### src/rtl/mem_arb_pkg.sv
// mem_arb_pkg
// Shared encodings for the unified memory arbiter:
//   phase_e  - sequencer phase (LOAD / RUN / HALT), also driven on arb_state
//   owner_e  - which requester issued the read now in flight in the memory
//   clog2    - width helper, used to size the starvation counter
package mem_arb_pkg;

    typedef enum logic [1:0] {
        LOAD = 2'b00,
        RUN  = 2'b01,
        HALT = 2'b10
    } phase_e;

    typedef enum logic [1:0] {
        OWN_NONE = 2'b00,
        OWN_IF   = 2'b01,
        OWN_DM   = 2'b10
    } owner_e;

    // Bits needed to hold the values 0 .. value-1; never returns less than 1.
    function automatic int clog2(input int value);
        int width;
        width = 1;
        for (int i = 1; i < 31; i++) begin
            if ((32'sd1 <<< i) < value) begin
                width = i + 1;
            end else begin
                width = width;
            end
        end
        return width;
    endfunction

endpackage

### src/rtl/mem_port_arbiter_if.sv
// mem_port_arbiter_if
// Bundles the requester handshakes and the memory port of the arbiter.
//   ld_*   : boot loader write request / grant
//   if_*   : instruction fetch read request / grant / read return
//   dm_*   : data stage read-or-write request / grant / read return
//   mem_*  : single synchronous memory port (rdata valid one cycle after a read)
// Modports:
//   slave  - the arbiter (takes requests, drives grants and the memory port)
//   master - the environment (requesters plus the memory array)
interface mem_port_arbiter_if #(
    parameter int AW = 10,
    parameter int DW = 32
);
    logic          ld_req;
    logic [AW-1:0] ld_addr;
    logic [DW-1:0] ld_wdata;
    logic          ld_gnt;

    logic          if_req;
    logic [AW-1:0] if_addr;
    logic          if_gnt;
    logic          if_rvalid;
    logic [DW-1:0] if_rdata;

    logic          dm_req;
    logic          dm_we;
    logic [AW-1:0] dm_addr;
    logic [DW-1:0] dm_wdata;
    logic          dm_gnt;
    logic          dm_rvalid;
    logic [DW-1:0] dm_rdata;

    logic          mem_en;
    logic          mem_we;
    logic [AW-1:0] mem_addr;
    logic [DW-1:0] mem_wdata;
    logic [DW-1:0] mem_rdata;

    modport slave (
        input  ld_req, ld_addr, ld_wdata,
        input  if_req, if_addr,
        input  dm_req, dm_we, dm_addr, dm_wdata,
        input  mem_rdata,
        output ld_gnt,
        output if_gnt, if_rvalid, if_rdata,
        output dm_gnt, dm_rvalid, dm_rdata,
        output mem_en, mem_we, mem_addr, mem_wdata
    );

    modport master (
        output ld_req, ld_addr, ld_wdata,
        output if_req, if_addr,
        output dm_req, dm_we, dm_addr, dm_wdata,
        output mem_rdata,
        input  ld_gnt,
        input  if_gnt, if_rvalid, if_rdata,
        input  dm_gnt, dm_rvalid, dm_rdata,
        input  mem_en, mem_we, mem_addr, mem_wdata
    );

endinterface

### src/rtl/mem_arb_starve_ctr.sv
// mem_arb_starve_ctr
// Saturating count of consecutive cycles in which a pending fetch was denied.
//   clk1   in  clock
//   rst_n  in  synchronous active-low reset
//   inc    in  fetch denied this cycle
//   clr    in  clear (fetch granted, fetch idle, or not in RUN); wins over inc
//   at_max out count has reached STARVE_MAX, fetch must win next
module mem_arb_starve_ctr
    import mem_arb_pkg::*;
#(
    parameter int STARVE_MAX = 4
) (
    input  logic clk1,
    input  logic rst_n,
    input  logic inc,
    input  logic clr,
    output logic at_max
);

    localparam int CW = clog2(STARVE_MAX + 1);
    localparam logic [CW-1:0] MAX_V = CW'(STARVE_MAX);

    logic [CW-1:0] cnt_r;

    // Count denied fetch cycles, holding at MAX_V until cleared.
    always_ff @(posedge clk1) begin
        if (!rst_n) begin
            cnt_r <= {CW{1'b0}};
        end else if (clr) begin
            cnt_r <= {CW{1'b0}};
        end else if (inc && (cnt_r != MAX_V)) begin
            cnt_r <= cnt_r + {{(CW-1){1'b0}}, 1'b1};
        end else begin
            cnt_r <= cnt_r;
        end
    end

    assign at_max = (cnt_r == MAX_V);

endmodule

### src/rtl/mem_port_arbiter.sv
// mem_port_arbiter
// Shares one synchronous single-port memory between the boot loader, the
// instruction fetch stage and the data stage, and sequences the core through
// LOAD -> RUN -> HALT.
//   clk1       in  clock (rising edge)
//   rst_n      in  synchronous active-low reset
//   load_mode  in  level, 1 = loader phase requested (dominates halt_i)
//   halt_i     in  pulse when HLT retires
//   bus        slave side of mem_port_arbiter_if (requests, grants, memory port)
//   halted     out high while in HALT
//   arb_state  out current phase encoding
// Grants and the memory port are combinational from requests and registered
// phase. Read data returns one cycle after the grant, steered by an owner tag.
module mem_port_arbiter
    import mem_arb_pkg::*;
#(
    parameter int AW         = 10,
    parameter int DW         = 32,
    parameter int STARVE_MAX = 4
) (
    input  logic                     clk1,
    input  logic                     rst_n,
    input  logic                     load_mode,
    input  logic                     halt_i,
    mem_port_arbiter_if.slave        bus,
    output logic                     halted,
    output logic [1:0]               arb_state
);

    phase_e        state_r;
    phase_e        state_nxt_s;
    owner_e        owner_r;
    owner_e        owner_nxt_s;
    logic [DW-1:0] if_hold_r;
    logic [DW-1:0] dm_hold_r;

    logic          ld_gnt_s;
    logic          if_gnt_s;
    logic          dm_gnt_s;
    logic          at_max_s;
    logic          starve_inc_s;
    logic          starve_clr_s;
    logic          if_ret_s;
    logic          dm_ret_s;
    logic [DW-1:0] if_rdata_s;
    logic [DW-1:0] dm_rdata_s;

    logic          mem_en_s;
    logic          mem_we_s;
    logic [AW-1:0] mem_addr_s;
    logic [DW-1:0] mem_wdata_s;

    // Phase register.
    always_ff @(posedge clk1) begin
        if (!rst_n) begin
            state_r <= LOAD;
        end else begin
            state_r <= state_nxt_s;
        end
    end

    // Next phase; load_mode beats a simultaneous halt.
    always_comb begin
        state_nxt_s = state_r;
        case (state_r)
            LOAD: begin
                if (load_mode) state_nxt_s = LOAD;
                else           state_nxt_s = RUN;
            end
            RUN: begin
                if (load_mode)   state_nxt_s = LOAD;
                else if (halt_i) state_nxt_s = HALT;
                else             state_nxt_s = RUN;
            end
            HALT: begin
                if (load_mode) state_nxt_s = LOAD;
                else           state_nxt_s = HALT;
            end
            default: state_nxt_s = LOAD;
        endcase
    end

    // Grant selection; gated by rst_n so nothing reaches memory while the
    // phase register is still being reset.
    always_comb begin
        ld_gnt_s = 1'b0;
        if_gnt_s = 1'b0;
        dm_gnt_s = 1'b0;
        if (rst_n) begin
            case (state_r)
                LOAD: ld_gnt_s = bus.ld_req;
                RUN: begin
                    // Data normally wins; a starved fetch takes one cycle.
                    if (bus.if_req && (at_max_s || !bus.dm_req)) begin
                        if_gnt_s = 1'b1;
                    end else begin
                        dm_gnt_s = bus.dm_req;
                    end
                end
                HALT:    dm_gnt_s = bus.dm_req;
                default: ld_gnt_s = 1'b0;
            endcase
        end else begin
            ld_gnt_s = 1'b0;
        end
    end

    assign starve_inc_s = (state_r == RUN) && bus.if_req && !if_gnt_s;
    assign starve_clr_s = !starve_inc_s;

    mem_arb_starve_ctr #(
        .STARVE_MAX (STARVE_MAX)
    ) u_starve (
        .clk1   (clk1),
        .rst_n  (rst_n),
        .inc    (starve_inc_s),
        .clr    (starve_clr_s),
        .at_max (at_max_s)
    );

    // Memory port steering from the single active grant.
    always_comb begin
        mem_en_s    = 1'b0;
        mem_we_s    = 1'b0;
        mem_addr_s  = {AW{1'b0}};
        mem_wdata_s = {DW{1'b0}};
        if (ld_gnt_s) begin
            mem_en_s    = 1'b1;
            mem_we_s    = 1'b1;
            mem_addr_s  = bus.ld_addr;
            mem_wdata_s = bus.ld_wdata;
        end else if (if_gnt_s) begin
            mem_en_s    = 1'b1;
            mem_addr_s  = bus.if_addr;
        end else if (dm_gnt_s) begin
            mem_en_s    = 1'b1;
            mem_we_s    = bus.dm_we;
            mem_addr_s  = bus.dm_addr;
            mem_wdata_s = bus.dm_wdata;
        end else begin
            mem_en_s    = 1'b0;
        end
    end

    // Owner of the read now in flight; writes leave no owner.
    always_comb begin
        owner_nxt_s = OWN_NONE;
        if (if_gnt_s) begin
            owner_nxt_s = OWN_IF;
        end else if (dm_gnt_s && !bus.dm_we) begin
            owner_nxt_s = OWN_DM;
        end else begin
            owner_nxt_s = OWN_NONE;
        end
    end

    // A reset cycle suppresses the return of a read that was in flight.
    assign if_ret_s   = rst_n && (owner_r == OWN_IF);
    assign dm_ret_s   = rst_n && (owner_r == OWN_DM);
    assign if_rdata_s = if_ret_s ? bus.mem_rdata : if_hold_r;
    assign dm_rdata_s = dm_ret_s ? bus.mem_rdata : dm_hold_r;

    // Owner tag and held read data (non-owner rdata keeps its last value).
    always_ff @(posedge clk1) begin
        if (!rst_n) begin
            owner_r   <= OWN_NONE;
            if_hold_r <= {DW{1'b0}};
            dm_hold_r <= {DW{1'b0}};
        end else begin
            owner_r   <= owner_nxt_s;
            if_hold_r <= if_rdata_s;
            dm_hold_r <= dm_rdata_s;
        end
    end

    assign bus.ld_gnt    = ld_gnt_s;
    assign bus.if_gnt    = if_gnt_s;
    assign bus.dm_gnt    = dm_gnt_s;
    assign bus.if_rvalid = if_ret_s;
    assign bus.dm_rvalid = dm_ret_s;
    assign bus.if_rdata  = if_rdata_s;
    assign bus.dm_rdata  = dm_rdata_s;
    assign bus.mem_en    = mem_en_s;
    assign bus.mem_we    = mem_we_s;
    assign bus.mem_addr  = mem_addr_s;
    assign bus.mem_wdata = mem_wdata_s;

    assign halted    = (state_r == HALT);
    assign arb_state = state_r;

endmodule

### src/flat_wrapper.sv
// flat-port wrapper written by rule: the top's interface ports become plain ports
module mem_port_arbiter_flat import mem_arb_pkg::*;
#(
    parameter int AW         = 10,
    parameter int DW         = 32,
    parameter int STARVE_MAX = 4
)
  (clk1, rst_n, load_mode, halt_i, halted, arb_state, bus_ld_req, bus_ld_addr, bus_ld_wdata, bus_if_req, bus_if_addr, bus_dm_req, bus_dm_we, bus_dm_addr, bus_dm_wdata, bus_mem_rdata, bus_ld_gnt, bus_if_gnt, bus_if_rvalid, bus_if_rdata, bus_dm_gnt, bus_dm_rvalid, bus_dm_rdata, bus_mem_en, bus_mem_we, bus_mem_addr, bus_mem_wdata);
  mem_port_arbiter_if #(.AW(AW), .DW(DW)) bus_i ();
  input  logic clk1;
  input  logic rst_n;
  input  logic load_mode;
  input  logic halt_i;
  output logic halted;
  output logic [1:0] arb_state;
  input wire logic [$bits(bus_i.ld_req)-1:0] bus_ld_req;
  input wire logic [$bits(bus_i.ld_addr)-1:0] bus_ld_addr;
  input wire logic [$bits(bus_i.ld_wdata)-1:0] bus_ld_wdata;
  input wire logic [$bits(bus_i.if_req)-1:0] bus_if_req;
  input wire logic [$bits(bus_i.if_addr)-1:0] bus_if_addr;
  input wire logic [$bits(bus_i.dm_req)-1:0] bus_dm_req;
  input wire logic [$bits(bus_i.dm_we)-1:0] bus_dm_we;
  input wire logic [$bits(bus_i.dm_addr)-1:0] bus_dm_addr;
  input wire logic [$bits(bus_i.dm_wdata)-1:0] bus_dm_wdata;
  input wire logic [$bits(bus_i.mem_rdata)-1:0] bus_mem_rdata;
  output wire logic [$bits(bus_i.ld_gnt)-1:0] bus_ld_gnt;
  output wire logic [$bits(bus_i.if_gnt)-1:0] bus_if_gnt;
  output wire logic [$bits(bus_i.if_rvalid)-1:0] bus_if_rvalid;
  output wire logic [$bits(bus_i.if_rdata)-1:0] bus_if_rdata;
  output wire logic [$bits(bus_i.dm_gnt)-1:0] bus_dm_gnt;
  output wire logic [$bits(bus_i.dm_rvalid)-1:0] bus_dm_rvalid;
  output wire logic [$bits(bus_i.dm_rdata)-1:0] bus_dm_rdata;
  output wire logic [$bits(bus_i.mem_en)-1:0] bus_mem_en;
  output wire logic [$bits(bus_i.mem_we)-1:0] bus_mem_we;
  output wire logic [$bits(bus_i.mem_addr)-1:0] bus_mem_addr;
  output wire logic [$bits(bus_i.mem_wdata)-1:0] bus_mem_wdata;
  assign bus_i.ld_req = bus_ld_req;
  assign bus_i.ld_addr = bus_ld_addr;
  assign bus_i.ld_wdata = bus_ld_wdata;
  assign bus_i.if_req = bus_if_req;
  assign bus_i.if_addr = bus_if_addr;
  assign bus_i.dm_req = bus_dm_req;
  assign bus_i.dm_we = bus_dm_we;
  assign bus_i.dm_addr = bus_dm_addr;
  assign bus_i.dm_wdata = bus_dm_wdata;
  assign bus_i.mem_rdata = bus_mem_rdata;
  assign bus_ld_gnt = bus_i.ld_gnt;
  assign bus_if_gnt = bus_i.if_gnt;
  assign bus_if_rvalid = bus_i.if_rvalid;
  assign bus_if_rdata = bus_i.if_rdata;
  assign bus_dm_gnt = bus_i.dm_gnt;
  assign bus_dm_rvalid = bus_i.dm_rvalid;
  assign bus_dm_rdata = bus_i.dm_rdata;
  assign bus_mem_en = bus_i.mem_en;
  assign bus_mem_we = bus_i.mem_we;
  assign bus_mem_addr = bus_i.mem_addr;
  assign bus_mem_wdata = bus_i.mem_wdata;
  mem_port_arbiter #(.AW(AW), .DW(DW), .STARVE_MAX(STARVE_MAX)) u_core (.clk1(clk1), .rst_n(rst_n), .load_mode(load_mode), .halt_i(halt_i), .bus(bus_i), .halted(halted), .arb_state(arb_state));
endmodule
### config.mk
export PLATFORM = sky130hd
export DESIGN_NAME = mem_port_arbiter_flat
export DESIGN_NICKNAME = d
export VERILOG_FILES = /design/src/rtl/mem_arb_pkg.sv /design/src/rtl/mem_port_arbiter_if.sv /design/src/rtl/mem_arb_starve_ctr.sv /design/src/rtl/mem_port_arbiter.sv /design/src/flat_wrapper.sv
export SDC_FILE = /design/constraint.sdc
export NUM_CORES = 1
export LEC_CHECK = 0
export CAP_MARGIN = 0
export CORE_ASPECT_RATIO = 1.1
export CORE_MARGIN = 10
export CORE_UTILIZATION = 41
export CTS_CLUSTER_DIAMETER = 50
export DETAILED_ROUTE_END_ITERATION = 7
export PLACE_DENSITY = 0.94
export SYNTH_ARGS = -nofsm -noshare
export SYNTH_HDL_FRONTEND = slang
export SYNTH_SLANG_ARGS = --single-unit
### constraint.sdc
create_clock -name clk1 -period 4.1 [get_ports clk1]
set_input_delay 0.82 -clock clk1 [delete_from_list [all_inputs] [get_ports clk1]]
set_output_delay 0.82 -clock clk1 [all_outputs]
set_load 0.05 [all_outputs]
* Word level (Yosys, flattened, before mapping)
Cells that the tools add are included.
** Storage, ports and cells
- Flip-flop bits (word level) :: 71
- Logic and storage cells :: 57
** Cells by class
- Add/subtract/negate cells :: 1
- Equal/unequal tests :: 6
- Mux-type cells :: 29
- Bitwise operators :: 1
- Reductions and logical operators :: 14
** Operators by type and width (number)
- $mux 32 :: 5
- $mux 10 :: 3
- $mux 1 :: 15
- $mux 2 :: 4
- $logic_and 1x1->1 :: 7
- $pmux 2 s3 :: 1
- $eq 2x1->1 const B :: 2
- $eq 2x2->1 const B :: 2
- $add 3x1->3 const B :: 1
- $eq 3x3->1 const B :: 1
- $logic_not 1->1 :: 3
- $ne 3x3->1 const B :: 1
- $logic_not 2->1 :: 1
- $pmux 1 s2 :: 1
- $reduce_and 2->1 :: 1
- $reduce_or 2->1 :: 1
- $logic_or 1x1->1 :: 1
- $not 1->1 :: 1

* Longest topological paths before layout
- Depth after elaboration :: 9
- Depth in mapped cells :: 7

* Modules after synthesis
Synthesis repeated with hierarchy kept, for this count alone.
** Unflattened totals
- Cell total of the unflattened synthesis :: 327
- Area, all modules :: 3500.9 um^2
** Modules (own cells, without submodules)
- mem_port_arbiter :: instances 1, cells each 309, area an instance 3313.2 um^2
- mem_arb_starve_ctr :: instances 1, cells each 18, area an instance 187.7 um^2

* Worst setup path before layout
OpenSTA, ideal clock, no wires.
- Path kind :: flip-flop to output port
- Start :: reg u_core.state_r[1] (netlist: u_core.arb_state[1])
- End :: out bus_mem_wdata[22]
- Data arrival time :: 3.079 ns
- Data required time :: 3.280 ns
- Path slack :: 0.201 ns
- Stages on the path, launching flop included :: 6
- Cells stage by stage :: dfxtp_1 -> ha_1 -> o2111a_1 -> o31ai_4 -> buf_6 -> o31ai_1
** Between the ends
- Longest elaborated chain between the ends :: 6
- Elaborated cells on any way between the ends :: 12
** Ends and longest elaborated chain
- start, declared :: RTL line mem_port_arbiter.sv:30 : phase_e state_r;
- start signal, assigned :: RTL line mem_port_arbiter.sv:58 : state_r <= state_nxt_s;
- $eq 2x2->1
- net halted :: RTL line flat_wrapper.sv:14 : output logic halted;
- $pmux 1 s2 :: RTL line mem_port_arbiter.sv:90 : case (state_r)
- $mux 1 :: RTL line mem_port_arbiter.sv:89 : if (rst_n) begin
- $mux 32 :: RTL line mem_port_arbiter.sv:135 : end else if (dm_gnt_s) begin
- $mux 32 :: RTL line mem_port_arbiter.sv:132 : end else if (if_gnt_s) begin
- $mux 32 :: RTL line mem_port_arbiter.sv:127 : if (ld_gnt_s) begin
- end, declared :: RTL line flat_wrapper.sv:36 : output wire logic [$bits(bus_i.mem_wdata)-1:0] bus_mem_wdata;
The timed path passes the listed nets, and every way through them passes these cells.

* Final worst setup path
- Start :: in bus_ld_req
- End :: out bus_mem_wdata[3]
** Between the ends
- Longest elaborated chain between the ends :: 3
** Ends and longest elaborated chain
- start, declared :: RTL line flat_wrapper.sv:16 : input wire logic [$bits(bus_i.ld_req)-1:0] bus_ld_req;
- $mux 1 :: RTL line mem_port_arbiter.sv:90
- $mux 1 :: RTL line mem_port_arbiter.sv:89
- $mux 32 :: RTL line mem_port_arbiter.sv:127
Every way passes these cells.

==> reports/results.tsv <==
stage	metric	value	unit
floorplan	Die Span Y	125	um
place	RePlAce Congestion	0.828	
place	Post-Place Cells	756	
grt	largest net degree at the start of global routing	46	
timing	Clock Skews	0.0100	ns
timing	crit share post-route	0.843	
worst_setup_path	startpoint type of the worst setup path	input pin	
floorplan	IO Pins	250	
grt	initial antenna violation count	0	
layout	layout cell share with drive strength beyond 1	0.316	
worst_setup_path	crit-path leading delay family	buffers and inverters	
worst_setup_path	CP max stage delay	0.60	ns
place	HPWL after detailed placement	12600	um
logic_synthesis	cell count after synthesis	413	
outcome	status	complete, no violations	
cts	CTS tree	built	
logic_synthesis	Post-Syn Area	0.00409	mm2
detailed_routing	1st-iter DRT viols	149	
detailed_routing	Final ANT Viol Nets	0	
logic_synthesis	Yosys Warn Count	0	
floorplan	die width	115	um
job	Maximum Capacitance Violations	0	
power	Static Leakage	3.36	nW
cts	H-tree depth	3	
timing	Slew Limit Fails	0	
grt	vias in the first global route	4227	
detailed_routing	final wirelength	15100	um
logic_synthesis	Seq/Total Area, Yosys	0.348	
layout	Finished Layout Cells	772	
timing	RSZ-0062 raised after global routing	no	
logic_synthesis	Yosys top cell by area	dfxtp_1	
grt	GR Overflow Total	0	
min_path	hold crit path type	reg -> reg	
layout	number of fillers in the final layout	661	
layout	Antenna Cells	0	
detailed_routing	Avg Vias per Cell	5.03	
timing	Max-slew headroom	0.551	
timing	Setup TNS Final	0	ns
detailed_routing	DRT Pass-1 Iters	4	
grt	first-pass GRT wire length	23800	um
logic_synthesis	Synth area leaders	dfxtp_1, mux2_4, and2_1	
worst_setup_path	Crit Path Category	in -> out	
floorplan	Site Rows	38	
logic_synthesis	post-synth top area share	0.348	
worst_setup_path	CP max FO	42	
worst_setup_path	Worst EP required	3.28	ns
detailed_routing	total vias in the final route	3883	
grt	gr usage total	0.205	
cts	Setup Fix Bufs, Post-CTS	0	
worst_setup_path	Worst setup EP type	output port	
timing	fin crit period	3.46	ns
logic_synthesis	FF+latch count, synth	71	
timing	final setup vio count	0	
cts	Gates resized, CTS repair	0	
layout	area of the multi-input gates	0.00226	mm2
cts	clock slew at reported path FFs	0.06	ns
logic_synthesis	Cell variety after synth	30	
floorplan	Initial Utilization	0.417	
layout	Post-Layout Inst Area	0.00701	mm2
place	port bufs	249	
place	Area after DPL	0.00682	mm2
floorplan	Core Region	0.00979	mm2
worst_setup_path	flop2flop setup slack	2.34	ns
floorplan	Die ar.	0.0144	mm2
layout	Area Growth Syn to Fin	71.7	%
worst_setup_path	Max stage delay cell, worst path	clkdlybuf4s50_1	
logic_synthesis	post-synthesis net count	553	
power	Max IR drop VDD	0.000107	V
cts	Sink Count	71	
timing	worst-margin pin slew	0.674	ns
worst_setup_path	WP buf/inv	3	
power	pwr dens	237	mW/mm2
cts	# hold bufs at CTS	0	
worst_setup_path	CP cell instances	clkdlybuf4s50_1 > and2_1 > buf_4 > o31ai_1 > buf_12	
worst_setup_path	worst path arrival time	2.64	ns
cts	Longest Clk Path Bufs	2	
cts	clk root buf	clkbuf_8	
detailed_routing	Post-route DRC	0	
detailed_routing	Routed WL per cell	19.5	um
cts	Skew-Pair Late Insertion Delay	0.34	ns
logic_synthesis	Syn Area/Cell	9.89	um2
cts	TritonCTS buffer count	9	
layout	register area	0.00142	mm2
layout	nets	787	
timing	Fin. Hold Viols	0	
timing	Fmax	0.289	GHz
sequential cells by signal, indices dropped and copies added, names as in the netlist:
| signal | count |
|---|---|
| u_core.dm_hold_r | 32 |
| u_core.if_hold_r | 32 |
| u_core.u_starve.cnt_r | 3 |
| u_core.arb_state | 2 |
| u_core.owner_r | 2 |
power by group:
group | total, mW | internal [mW] | switching [mW]
logic | 0.422 | 0.215 | 0.207
clock network | 0.542 | 0.298 | 0.245
registers | 0.695 | 0.693 | 0.00196
final timing paths:
path / start / cells past startpoint / end
max: bus_ld_req / 5 / bus_mem_wdata[3]
min: u_core.u_starve.cnt_r[0]$_SDFFE_PN0P_ / 2 / u_core.u_starve.cnt_r[0]$_SDFFE_PN0P_
max reg2reg: u_core.owner_r[0]$_SDFF_PN0_ / 3 / u_core.dm_hold_r[31]$_SDFF_PN0_
min reg2reg: u_core.u_starve.cnt_r[0]$_SDFFE_PN0P_ / 2 / u_core.u_starve.cnt_r[0]$_SDFFE_PN0P_
cells by family after synthesis:
logic type | count (synthesis) | share of synthesized area
buffers and inverters | 86 | 0.0998
and+or+nand+nor | 124 | 0.179
muxes | 65 | 0.232
DFF | 71 | 0.348
adders and majority gates | 6 | 0.0184
AOI/OAI and AO/OA | 61 | 0.123
cells in the final DEF (no fill, tap or decap), types with 2 or more instances in the layout:
cell type and count:
and4_1 10, a21oi_1 2, clkbuf_1 3, ha_1 6, nand3b_4 2, inv_1 52
buf_4 77, a41oi_1 10, o31ai_2 3, mux2_4 58, clkdlybuf4s50_1 135, clkbuf_8 10
nor2_1 5, o31ai_1 40, dfxtp_1 71, nand2_1 34, mux2_2 6, and2_1 67
buf_12 43, and3_1 3
cell usage after synthesis:
cell and n:
nand2_1 34, clkbuf_1 20, a21oi_1 2, nor2b_1 1
a41oi_1 10, a311oi_1 1, and3_1 3, o2111a_1 1
a21boi_2 1, and4_1 10, mux2_2 6, o31ai_2 3
mux2_4 58, inv_1 52, o31ai_1 40, o21ai_1 1
clkbuf_2 1, dfxtp_1 71, buf_6 11, o31ai_4 1
and2_1 67, or3_1 1, clkinv_1 1, nand3b_4 2
mux2i_1 1, nor2_1 5, nand3_1 1, buf_2 1
a21bo_2 1, ha_1 6
worst register-to-register path: stages, from the launching register on:
cell	delay, ns
dfxtp_1	0.34
nand3b_4	0.59
mux2_2	0.56
and2_1	0.18
per-layer routing:
metal  vias to the layer above  global-route usage  part of all wire  routed length (um)
met4                         0              0.0845             0.033                 495
met3                        28              0.0983              0.12                1760
li1                       1855                   -                 -                   -
met5                         -                   0                 0                   0
met1                      1802               0.203              0.34                5130
met2                       198               0.353              0.51                7670
layout make-up:
| cell class | instances | area share |
|---|---|---|
| Clock inverter | 3 | 0.00607 |
| Multi-Input combinational cell | 256 | 0.322 |
| Timing Repair Buffer | 256 | 0.399 |
| Sequential cell | 71 | 0.203 |
| Tap cell | 120 | 0.0214 |
| Clock buffer | 13 | 0.0212 |
| Inverter | 53 | 0.0284 |
stage by stage:
stage / power [mW] / hold slack [ns] / worst slack [ns] / utilization
finish: 1.66 / 0.555 / 0.645 / 0.716
global placement: 1.12 / 0.514 / 0.660 / 0.696
CTS: 1.68 / 0.560 / 0.631 / 0.716
detailed placement: 1.13 / 0.542 / 0.629 / 0.696
global route: 1.73 / 0.589 / 0.501 / 0.716
floorplan: 0.888 / 0.502 / 0.201 / -
Note: power is estimated with default switching activity, not from simulation.
